File: config.mk
export PLATFORM = sky130hd
export DESIGN_NAME = svn_seg_scan
export DESIGN_NICKNAME = d
export VERILOG_FILES = /design/src/rtl/svn_seg_scan.sv
export SDC_FILE = /design/constraint.sdc
export NUM_CORES = 1
export LEC_CHECK = 0
export BUFFER_PORTS_ARGS = -buffer_cell sky130_fd_sc_hd__buf_4
export CAP_MARGIN = 5
export CORE_ASPECT_RATIO = 1.25
export CORE_MARGIN = 8
export CORE_UTILIZATION = 30
export CTS_CLUSTER_SIZE = 20
export DETAILED_ROUTE_END_ITERATION = 16
export GPL_ROUTABILITY_DRIVEN = 0
export GPL_TIMING_DRIVEN = 0
export PLACE_DENSITY = 0.55
export SLEW_MARGIN = 5
export SYNTH_ARGS = -nofsm -noshare
export SYNTH_HDL_FRONTEND = slang
export SYNTH_SLANG_ARGS = --single-unit
File: constraint.sdc
create_clock -name CLK -period 3.6 [get_ports CLK]
set_clock_uncertainty 0.15 [all_clocks]
set_input_delay 0.36 -clock CLK [delete_from_list [all_inputs] [get_ports CLK]]
set_output_delay 0.36 -clock CLK [all_outputs]
set_load 0.02 [all_outputs]
File: src/rtl/svn_seg_scan.sv
// Time-multiplexed scan controller for an NDIG-digit 7-segment display driving a shared svn_seg decoder.
// Digit data is double-buffered and only swapped on the last cycle of a full scan.
module svn_seg_scan #(
  parameter int NDIG      = 4,
  parameter int DIV       = 50000,
  parameter int BLANK_CYC = 2
) (
  input  logic              CLK,
  input  logic              RST_N,
  input  logic [4*NDIG-1:0] DATA,
  input  logic              LOAD,
  input  logic              LZ_EN,
  output logic              ACK,
  output logic              FRAME,
  output logic [3:0]        D,
  output logic [NDIG-1:0]   AN
);

  localparam int CW = $clog2(DIV);
  localparam int IW = $clog2(NDIG);

  logic [CW-1:0]     cnt_r;
  logic [IW-1:0]     idx_r;
  logic [4*NDIG-1:0] shadow_r;

  logic [CW-1:0]     cnt_nxt_s;
  logic [IW-1:0]     idx_nxt_s;
  logic              frame_nxt_s;
  logic [NDIG-1:0]   supp_vec_s;
  logic              supp_s;
  logic [3:0]        nib_s;
  logic [3:0]        d_nxt_s;
  logic [NDIG-1:0]   an_nxt_s;
  logic              all_zero_s;

  // Slot counter and digit index for the cycle that starts at the next edge
  always_comb begin
    cnt_nxt_s = cnt_r;
    idx_nxt_s = idx_r;
    if (cnt_r == CW'(DIV - 1)) begin
      cnt_nxt_s = {CW{1'b0}};
      if (idx_r == IW'(NDIG - 1)) begin
        idx_nxt_s = {IW{1'b0}};
      end else begin
        idx_nxt_s = idx_r + IW'(1);
      end
    end else begin
      cnt_nxt_s = cnt_r + CW'(1);
      idx_nxt_s = idx_r;
    end
    frame_nxt_s = (idx_nxt_s == IW'(NDIG - 1)) && (cnt_nxt_s == CW'(DIV - 1));
  end

  // Leading-zero map: digit i is blanked when it and every digit above it are zero
  always_comb begin
    supp_vec_s = {NDIG{1'b0}};
    all_zero_s = 1'b1;
    for (int i = NDIG - 1; i >= 1; i--) begin
      all_zero_s    = all_zero_s && (shadow_r[4*i +: 4] == 4'h0);
      supp_vec_s[i] = LZ_EN && all_zero_s;
    end
  end

  // Digit code and anode pattern for the upcoming cycle
  always_comb begin
    nib_s = 4'hF;
    for (int i = 0; i < NDIG; i++) begin
      if (idx_nxt_s == IW'(i)) begin
        nib_s = shadow_r[4*i +: 4];
      end else begin
        nib_s = nib_s;
      end
    end
    supp_s = supp_vec_s[idx_nxt_s];
    if (supp_s) begin
      d_nxt_s = 4'hF;
    end else begin
      d_nxt_s = nib_s;
    end
    an_nxt_s = {NDIG{1'b1}};
    if ((cnt_nxt_s >= CW'(BLANK_CYC)) && !supp_s) begin
      an_nxt_s[idx_nxt_s] = 1'b0;
    end else begin
      an_nxt_s = {NDIG{1'b1}};
    end
  end

  // State and registered outputs; LOAD/DATA are taken at the edge that opens the FRAME cycle
  always_ff @(posedge CLK) begin
    if (!RST_N) begin
      cnt_r    <= {CW{1'b0}};
      idx_r    <= {IW{1'b0}};
      shadow_r <= {(4*NDIG){1'b0}};
      D        <= 4'hF;
      AN       <= {NDIG{1'b1}};
      ACK      <= 1'b0;
      FRAME    <= 1'b0;
    end else begin
      cnt_r <= cnt_nxt_s;
      idx_r <= idx_nxt_s;
      D     <= d_nxt_s;
      AN    <= an_nxt_s;
      FRAME <= frame_nxt_s;
      ACK   <= frame_nxt_s && LOAD;
      if (frame_nxt_s && LOAD) begin
        shadow_r <= DATA;
      end else begin
        shadow_r <= shadow_r;
      end
    end
  end

endmodule

; ---- After elaboration in Yosys (flattened, before gate mapping)
; Index checks and enable logic that the tools add are counted.
[classes]
add_sub_neg = 2
order_cmp = 3
n_eq_ne = 6
mux = 11
n_bitwise = 2
reduce_logical = 16
[ops]
columns = op, count
row1 = 16-bit == test (second input constant), 2
row2 = 16-bit by 1-bit adder with 16-bit output (second input constant), 1
row3 = 16-bit by 2-bit >= comparator with 1-bit output (second input constant), 1
row4 = 16-bit 2-to-1 mux, 1
row5 = 4-bit 2-to-1 mux, 4
row6 = 4-bit logical NOT, 3
row7 = 1-bit logical AND, 9
row8 = 2-bit == test (second input constant), 3
row9 = 2-bit 2-to-1 mux, 2
row10 = 4-bit inverter, 1
row11 = 2-bit by 3-bit < comparator with 1-bit output (second input constant), 1
row12 = 2-bit by 1-bit adder with 2-bit output (second input constant), 1
row13 = 1-bit binary-select mux with 2-bit select, 1
row14 = 1-bit demux with 2-bit select, 1
row15 = 2-bit by 1-bit == test with 1-bit output (second input constant), 1
row16 = 2-bit by 1-bit >= comparator with 1-bit output (second input constant), 1
row17 = 2-bit logical NOT, 1
row18 = 1-bit 2-to-1 mux, 2
row19 = 2-bit AND reduction, 1
row20 = 2-bit OR reduction, 1
row21 = 1-bit logical NOT, 1
row22 = 1-bit inverter, 1
[totals]
reg_bits = 44
inputBits = 20

; ---- Longest topological paths before layout
[depth]
ltp_word = 9
ltp_mapped = 9
mapped_depth_nobuf = 7

; ---- Least setup slack after synthesis
; No wires, ideal clock.
[synth_timing]
kind = register to register
startpoint = register cnt_r[0]
endpoint = register AN[0]
setup_ns = 0.155
arrival_time_ns = 2.539
required_ns = 3.295
path_slack_ns = 0.756
stages_incl_launch_ff = 9
path_cell_list = dfxtp_1 -> ha_1 -> buf_2 -> nand4_1 -> nor4_4 -> mux2i_1 -> o311ai_1 -> a41oi_1 -> nand3_1
[synth_via]
elab_chain_len = 7
word_cells_on_any_way = 16
classes_between = 1 x add/sub / 3 x order compare / 1 x eq/ne / 6 x mux / 1 x bitwise / 4 x reduce/logical
[synth_rtl]
columns = element, line
row1 = "start, declared", 22  ; logic [CW-1:0] cnt_r;
row2 = "start signal, assigned", 91  ; cnt_r <= {CW{1'b0}};
row3 = "start signal, assigned", 99  ; cnt_r <= cnt_nxt_s;
row4 = branches (longest 7 deep; another with 16-bit by 1-bit adder with 16-bit output), --
row5 = "end signal, assigned", 95  ; AN <= {NDIG{1'b1}};
row6 = "end signal, assigned", 102  ; AN <= an_nxt_s;
row7 = "end, declared", 16  ; output logic [NDIG-1:0] AN
; Several ways; the timed one is not identified. The select of a mux whose other input is x is not followed.
; A chain may end at the register's enable or synchronous reset.

; ---- Worst setup path after layout
[layout_timing]
startpoint = register cnt_r[0]
endpoint = register AN[3]
; The elaborated chain is that of the path after synthesis.

==> impl_results.md <==
* Setup crit start kind: register
* Status: finished clean
* Max_cap viols at 0
* Static leakage at approximately 0.0011 uW
* Vias in the first global route at between 1500 and 2000
* Crit path to: AN[3]$_SDFF_PN1_
* DR vias/cell at 5.01
* Worst Setup SP: cnt_r[0]$_SDFF_PN0_
* 1st-pass router iterations at 4
* Slowest cell delay on critical path at 660 ps
* Hold WC Path Type: primary input to register
* Final net count at ~330
* CTS root buf: clkbuf_8
* Critical path, cell by cell: ha_1, buf_2, nand4_1, nor4_4, mux2i_2, o311ai_1, a41oi_1, o21ai_1
* Power per Cell Area at around 340 nW/um^2
* Max VDD drop at 0.000206 V
* Maximum buffer depth of the clock tree at 2
* Multi-input logic area at ~1400 sq um
* Clk slew on worst S/H paths at 90 ps
* Synthesized net count at 285
* Full die area at 10800 sq um
* CP Capture Type: register
* First-pass GRT wire length at 9.62 mm
* Htree depth at 2
* CTS tree: built
* Worst path top cell family by delay: simple AND/OR/NAND/NOR gates
* Final WL at roughly 5.8 mm
* Reg-to-Reg Start: cnt_r[0]$_SDFF_PN0_
* DRC at 0
* Fmax at 0.305 GHz
* Synthesized area at about 2300 sq um
* Layout fillers at around 780
* Slew headroom at 0.592
* Synthesis Warnings at 0
* Antenna viol nets, final at 0
* Total number of vias at 1989
* I/O Pins at 30
* WP data arrival at 3310 ps
* Number of diodes at 0
* Routed WL per cell at 14.6 microns
* End of the worst register-to-register path: AN[3]$_SDFF_PN1_
* Row count at 36
* Yosys reg bits at 44
* Core box area at 7660 sq um
* Die Span Y at 114 microns
* Worst skew pair latency at between 300 and 400 ps
* All-Layer GR Usage at 0.112
* Post-Syn Area per Cell at 8.90 sq um
* Leading area contributor after synthesis: dfxtp_1
* Post-layout util at 0.367
* Unrepaired setup endpoints after global routing: no
* Setup slack, reg-to-reg at around 320 ps
* Top cells by area, synth: dfxtp_1, mux2i_1, nand2_1, nor2_1, xnor2_1
* Hold path start: LOAD
* Post-synth top area share at 0.379
* Grt ovf at 0
* HPWL after detailed placement at between 4 and 5 mm
* Worst Tran Pin Value at 608 ps
* Setup TNS at 0 ps
* Worst R2R Path Depth at 8
* Final Max Tran Viols at 0
* Die Span X at 94.7 microns
* Final worst-path cycle share at 0.912
* Proportion of layout cells with a drive suffix above 1 at 0.202
* Crit path max fanout at 10
* Critical path class: register to register
* Register area share after synthesis at 0.379
* Post-Syn Instances at 261
* Final setup viols at 0
* Register area at 881 sq um
* Antenna violations before repair at 0
* Slowest cell on the critical path: nor4_4
* CP required at 3620 ps
* Initial core utilization at 0.303
* Largest net degree at the start of global routing at 14
* Fin. Hold Viols at 0
* Area grow syn2layout at 20.8%
* CTS sink count at 44
* Synth cell types at between 50 and 60
* Number of cells on the critical path at 8
* Port buffer count at 29
* Final critical-path required period at 3280 ps
* CTS Buf Count at 5
* DRT iter0 DRCs at 118
* Worst Path Buf+Inv at 1
-- per-stage QoR --
step	hold slack, ps	cells	setup slack, ps	power (uW)	area, sq um
2_1_floorplan	284	261	756	544	2320
3_3_place_gp	301	385	157	580	2660
3_5_place_dp	302	385	108	580	2660
4_1_cts	124	393	109	959	2770
5_1_grt	128	397	0.877	990	2810
6_report	122	397	316	950	2810
-- synth_stat cells, drive strengths merged --
library cell / n
or3: 2
nand3: 10
buf: 5
mux2: 4
nand2: 46
o21ai: 7
a211oi: 1
nand3b: 3
a22oi: 2
or4b: 1
o31ai: 2
xor2: 3
a2111oi: 2
a21oi: 5
o211a: 2
nor2b: 1
and4: 2
or2: 2
mux2i: 26
a21boi: 2
dfxtp: 44
nor3: 4
a31oi: 1
a41oi: 1
o311a: 1
and3b: 1
clkbuf: 7
or4: 4
o41a: 1
and2: 3
o22ai: 1
o2111ai: 3
inv: 10
o211ai: 4
ha: 4
nor3b: 1
o311ai: 1
and3: 3
xnor2: 6
nand4: 4
o31a: 1
nor2: 19
nor4: 9
-- cell usage in the layout, fill, tap and decap left out, types with 2 or more instances in the layout --
master,Yosys,layout
nand2_1,46,46
dfxtp_1,44,44
buf_4,2,35
mux2i_1,26,25
nor2_1,19,19
inv_1,10,10
nand3_1,10,10
clkbuf_1,7,8
xnor2_1,6,6
nor4_1,7,6
o21ai_0,6,6
a21oi_1,5,5
clkbuf_8,0,5
nor3_1,4,4
mux2_2,4,4
ha_1,4,4
nand4_1,3,3
or4_4,3,3
xor2_1,3,3
and2_1,3,3
o211ai_1,3,3
nand3b_1,3,3
o2111ai_1,3,3
and4_1,2,2
and3_1,2,2
buf_2,2,2
o211a_1,2,2
nor4_4,2,2
a22oi_1,2,2
or3_1,2,2
a21boi_0,2,2
o31ai_1,2,2
-- power breakdown --
part | leakage, uW | switching [uW] | internal (uW)
Combinational | 0.000699 | 37.8 | 32.3
Sequential | 0.000357 | 4.58 | 493
Clock | 0.0000552 | 176 | 206
Total | 0.00111 | 218 | 732
-- sequential cells by signal, summed over array words and instances (netlist names) --
register  cells
cnt_r        16
D             4
idx_r         2
ACK           1
AN            4
shadow_r     16
FRAME         1
-- worst min path at each step --
| stage | to | cells past startpoint |
|---|---|---|
| after CTS | ACK$_SDFF_PN0_ | 2 |
| after global placement | shadow_r[1]$_SDFFE_PN0P_ | 2 |
| after floorplan | shadow_r[0]$_SDFFE_PN0P_ | 2 |
| after detailed placement | shadow_r[1]$_SDFFE_PN0P_ | 2 |
| final | ACK$_SDFF_PN0_ | 2 |
| after global routing | ACK$_SDFF_PN0_ | 2 |
-- worst reg2reg max path: stages (launching register included) --
cell	delay, ps
dfxtp_1	450
ha_1	170
buf_2	180
nand4_1	250
nor4_4	670
mux2i_2	590
o311ai_1	200
a41oi_1	360
o21ai_1	130
-- logic make-up after synthesis --
family	Yosys count	synth area share
AND/OR/NAND/NOR	115	0.266
flip-flops	44	0.379
AO/OA/AOI/OAI	37	0.125
multiplexers	30	0.131
buffers and inverters	22	0.0431
XOR/XNOR	9	0.0339
adder cells (fa/ha/maj)	4	0.0215
-- layer usage --
layer | wire length (microns) | up-vias | global-route usage
li1 | - | 1021 | -
met4 | 177 | 0 | 0.0491
met3 | 228 | 12 | 0.0249
met5 | 0 | - | 0
met2 | 3020 | 38 | 0.201
met1 | 2380 | 918 | 0.121
-- final cells by class --
| cell class | instances | area share |
|---|---|---|
| sequential | 44 | 0.314 |
| clock buffer | 6 | 0.0258 |
| buffer | 12 | 0.0223 |
| tap | 95 | 0.0423 |
| clock inverter | 2 | 0.0125 |
| multi-input combinational | 195 | 0.482 |
| timing repair buffer | 33 | 0.0882 |
| inverter | 10 | 0.0134 |
-- what timing repair did --
action / CTS / global route
resized for setup: 0 / 2
endpoints found under the setup margin: 0 / 19
hold buffers: 0 / 0
buffers inserted: 0 / 4
Note: power is estimated with default switching activity, not from simulation.
